--- config.mk ---
export PLATFORM = sky130hd
export DESIGN_NAME = alu_seq_multiplier
export DESIGN_NICKNAME = d
export VERILOG_FILES = /design/src/rtl/alu_seq_multiplier.sv
export SDC_FILE = /design/constraint.sdc
export NUM_CORES = 1
export LEC_CHECK = 0
export CAP_MARGIN = 10
export CORE_MARGIN = 5
export CORE_UTILIZATION = 48
export DETAILED_ROUTE_END_ITERATION = 10
export PLACE_DENSITY = 0.76
export SYNTH_ARGS = -nofsm -noshare
export SYNTH_HDL_FRONTEND = slang
export SYNTH_SLANG_ARGS = --single-unit
--- constraint.sdc ---
create_clock -name clk -period 2.95 [get_ports clk]
set_input_delay 0.7375 -clock clk [delete_from_list [all_inputs] [get_ports clk]]
set_output_delay 0.7375 -clock clk [all_outputs]
set_load 0.02 [all_outputs]
--- src/rtl/alu_seq_multiplier.sv ---
// Sequential shift-and-add multiplier: the multi-cycle MUL unit of the ALU.
// Ports: clk, reset (sync, active-high), start, a, b -> busy, done, product.
// Optional build macro SIGNED_MULT_EN adds input signed_op (two's complement).
module alu_seq_multiplier #(
  parameter int WIDTH = 32
) (
  input  logic               clk,
  input  logic               reset,
  input  logic               start,
  input  logic [WIDTH-1:0]   a,
  input  logic [WIDTH-1:0]   b,
`ifdef SIGNED_MULT_EN
  input  logic               signed_op,
`endif
  output logic               busy,
  output logic               done,
  output logic [2*WIDTH-1:0] product
);

  localparam int CW = (WIDTH > 1) ? $clog2(WIDTH) : 1;
  localparam logic [CW-1:0] LAST = CW'(WIDTH - 1);

  typedef enum logic [1:0] {
    S_IDLE,
    S_RUN,
    S_DONE
  } state_t;

  state_t r_state;
  state_t w_next;

  logic [WIDTH-1:0]   r_mcand;
  logic [2*WIDTH-1:0] r_p;
  logic [CW-1:0]      r_cnt;

  logic               w_accept;
  logic               w_last;
  logic [WIDTH-1:0]   w_add;
  logic [WIDTH:0]     w_sum;
  logic [2*WIDTH-1:0] w_p_next;
  logic [2*WIDTH-1:0] w_result;
  logic [WIDTH-1:0]   w_a_cap;
  logic [WIDTH-1:0]   w_b_cap;

  always_ff @(posedge clk) begin
    if (reset) r_state <= S_IDLE;
    else       r_state <= w_next;
  end

  always_comb begin
    w_next   = r_state;
    busy     = 1'b0;
    done     = 1'b0;
    w_accept = 1'b0;
    unique case (r_state)
      S_IDLE: begin
        if (start) begin
          w_accept = 1'b1;
          w_next   = S_RUN;
        end
      end
      S_RUN: begin
        busy = 1'b1;
        if (w_last) w_next = S_DONE;
      end
      S_DONE: begin
        done   = 1'b1;
        w_next = S_IDLE;
      end
      default: w_next = S_IDLE;
    endcase
  end

  assign w_last = (r_cnt == LAST);

  // One step: add the multiplicand into the high half when the
  // current multiplier LSB is set, keep the carry, shift right.
  assign w_add    = r_p[0] ? r_mcand : '0;
  assign w_sum    = {1'b0, r_p[2*WIDTH-1:WIDTH]} + {1'b0, w_add};
  assign w_p_next = {w_sum, r_p[WIDTH-1:1]};

`ifdef SIGNED_MULT_EN
  logic r_neg;
  logic w_neg_cap;

  // Magnitudes; the most negative value maps onto itself, which is
  // already its correct unsigned magnitude.
  assign w_a_cap   = (signed_op & a[WIDTH-1]) ? -a : a;
  assign w_b_cap   = (signed_op & b[WIDTH-1]) ? -b : b;
  assign w_neg_cap = signed_op & (a[WIDTH-1] ^ b[WIDTH-1]);
  assign w_result  = r_neg ? -w_p_next : w_p_next;

  always_ff @(posedge clk) begin
    if (reset)         r_neg <= 1'b0;
    else if (w_accept) r_neg <= w_neg_cap;
  end
`else
  assign w_a_cap  = a;
  assign w_b_cap  = b;
  assign w_result = w_p_next;
`endif

  always_ff @(posedge clk) begin
    if (reset) begin
      r_mcand <= '0;
      r_p     <= '0;
      r_cnt   <= '0;
      product <= '0;
    end else if (w_accept) begin
      r_mcand <= w_a_cap;
      r_p     <= {{WIDTH{1'b0}}, w_b_cap};
      r_cnt   <= '0;
    end else if (r_state == S_RUN) begin
      r_p   <= w_p_next;
      r_cnt <= r_cnt + CW'(1);
      if (w_last) product <= w_result;
    end
  end

endmodule

==> results.cfg <==
[placement]
portBuffers = 132
dp_hpwl_mm = 14.3
dp.cells = 1310
place_ws_ns = 0.00906
gp_congestion = 0.877

[sta]
finalHoldViolCount = 0
setup_viol_count_final = 0
worst_pin_slew_ns = 0.485
fin_crit_sh_pct = 96.1
setup_slack_ns = 0.116
max_slew_margin_pct = 67.6
finClkSkew_ns = 0.0112
drv_slew = 0
period_needed_ns = 2.83
fmax_mhz = 353
setup_tns_ns = 0

[floorplan]
core_area_um2 = 15900
rows = 46
dieHeight_um = 137
die-area_um2 = 18800
fp.dieW_um = 137
num_io_pins = 133
start_util_pct = 48.9

[outcome]
status = completed

[logic_synthesis]
synth_nets = 1091
synth_warnings = 0
synthCells = 989
synth-seq-area-share_pct = 43.0
ys.flop_type = dfxtp_1
synth_edf_count = 0
synth.top_cell.area_share_pct = 43.0
yosysTopAreaCell = dfxtp_1
synth-seq-cells = 167
async_reset_ff_share_pct = 0
ys_types = 62
avgSynthCellArea_um2 = 7.86
netlist_area_um2 = 7770
synthTopCellsByArea = dfxtp_1 (43%), nand2_1 (13%), a21oi_1 (12%)

[pwr]
p_leak_nw = 3.80
ir_worst_vdd_v = 0.000447
power_mw = 4.94
powerDensity_nw_per_um2 = 492

[routing]
viasPerCell = 5.38
drc = 0
vias = 7235
wl_mm = 20.7
drt_first_pass_iters = 5
drt_iter0_drc = 454
wl_per_cell_um = 15.4
drtAntennaViolNets = 0

[setup_path]
worst_path_max_delay_cell = dfxtp_2
required_ns = 3.32
cpPeakStageDelay_ns = 0.34
crit_path_end_kind = flip-flop
path_class = flip-flop to flip-flop
cpMostUsedCell = buf_4
crit_path_cell_trace = buf_4 > and2_1 > ha_4 > a21oi_1 > buf_4 > o32ai_2 > o211ai_1 > o21ai_2 > a21oi_2 > buf_4 > o21ai_1 > xor2_1 > nand2_1 > a21oi_2
crit_fanout = 10
cp.arrival_ns = 3.20
start_kind = flip-flop

[clock_tree]
cts-root-buf = clkbuf_16
cts_buffers = 17
htreeDepth = 4
tritoncts = yes
cts.reportedPaths.clkPinSlew_ns = 0.07
clk_latency_ns = 0.43
cts_buffer_depth = 2
cts_sinks = 167

[final_layout]
layout.cells.non_filler = 1346
n_fill_cell = 1433
drive_gt1_share_pct = 9.56
antenna_cells = 0
area_growth_pct = 29.3
nets = 1219

[global_route]
grt_use_total_pct = 22.3
antenna_found_initial = 0
grt_pass1_wl_mm = 34.1
grt_pass1_vias = 7104
grt_overflow = 0
grt_max_degree = 95

[worst_hold_path]
hold_path.class = flip-flop to flip-flop

[flow_run]
maxCapViolCount = 0
critical path: cells and delay by family (launching register included):
| kind | cells | cell delay, ns |
|---|---|---|
| flops | 1 | 0.34 |
| simple gates | 2 | 0.26 |
| fa+ha+maj | 1 | 0.28 |
| xor+xnor | 1 | 0.19 |
| compound gates | 7 | 1.21 |
| buf+inv | 3 | 0.47 |
through the flow:
| step | cell area (µm²) | utilization, % | hold WS, ns |
|---|---|---|---|
| 2_1_floorplan | 7770 | - | 0.432 |
| 3_3_place_gp | 9350 | 58.9 | 0.440 |
| 3_5_place_dp | 9350 | 58.9 | 0.445 |
| 4_1_cts | 9930 | 62.5 | 0.456 |
| 5_1_grt | 10000 | 63.2 | 0.470 |
| 6_report | 10000 | 63.2 | 0.454 |
layer usage:
metal / vias up / global-route usage [%] / part of all wire, %
li1: 3621 / - / -
met2: 168 / 37.3 / 49
met4: 0 / 7.65 / 2.0
met3: 34 / 6.43 / 5.8
met1: 3412 / 27.6 / 43
met5: - / 0 / 0
registers in the layout, indices dropped and copies added, names as in the netlist:
register and cells:
product 64, r_p 64, r_mcand 32, r_cnt 5, r_state 2
report_power, final:
group          switching (mW)  leakage (nW)  internal, mW  total, mW
sequential             0.0423          1.36          2.32       2.36
clock                    1.03         0.279          1.14       2.17
combinational           0.234          2.16         0.176      0.410
final cells by class:
cell class / instances / area [µm²] / area share (%)
clock inverter: 14 / 131 / 1.31
sequential: 167 / 3340 / 33.3
tap: 216 / 270 / 2.69
multi-input combinational: 747 / 4170 / 41.5
timing repair buffer: 175 / 1650 / 16.5
clock buffer: 18 / 439 / 4.37
inverter: 9 / 33.8 / 0.336
cell usage in the layout, fill, tap and decap left out, types with 5 or more instances in the layout:
cell type          n
nand2_1          276
a21oi_1          177
dfxtp_1          166
clkdlybuf4s50_1  131
buf_4             43
nor2_1            39
and2_1            34
a22oi_1           32
ha_1              30
clkbuf_16         17
o21ai_0           16
xnor2_1           15
xor2_1            15
nand3_1           14
inv_1              8
nand4_1            8
nand2b_1           6
inv_8              6
nor3_1             5
o21ai_1            5
a21oi_2            5
cell families after synthesis:
logic type / after synthesis / share of synthesized area, %
AOI/OAI and AO/OA: 278 / 21.0
xor gates and xnor gates: 32 / 3.61
adders and majority gates: 35 / 5.73
buffers and inverters: 75 / 4.54
DFF: 167 / 43.0
muxes: 2 / 0.258
and+or+nand+nor: 400 / 21.8
synth_stat cells, drive strengths merged, types with 3 or more instances:
cell type / number
a31oi: 3
xor2: 17
a22oi: 32
o31ai: 4
inv: 9
nand3: 14
xnor2: 15
and3: 4
nand2: 277
a21o: 3
nand2b: 6
o21a: 3
o21bai: 3
and2: 36
nand4: 8
o211ai: 3
dfxtp: 167
ha: 34
a211oi: 8
a21oi: 183
buf: 16
o21ai: 24
nor2: 40
nor3: 5
clkbuf: 48
nor2b: 4
worst paths after layout:
check | from | endpoint | slack, ns | cells past startpoint
max | r_p[0] | r_p[56] | 0.12 | 14
max reg2reg | r_p[0] | r_p[56] | 0.12 | 14
min reg2reg | r_mcand[22] | r_mcand[22] | 0.45 | 2
min | r_mcand[22] | r_mcand[22] | 0.45 | 2
repair_timing:
action,4_1_cts,5_1_grt
buffers inserted,0,4
gates resized for setup,1,19
setup endpoints to repair,2,24
pin swaps,0,9
hold buffers,0,0
No activity file was read; power rests on OpenSTA's default activity.
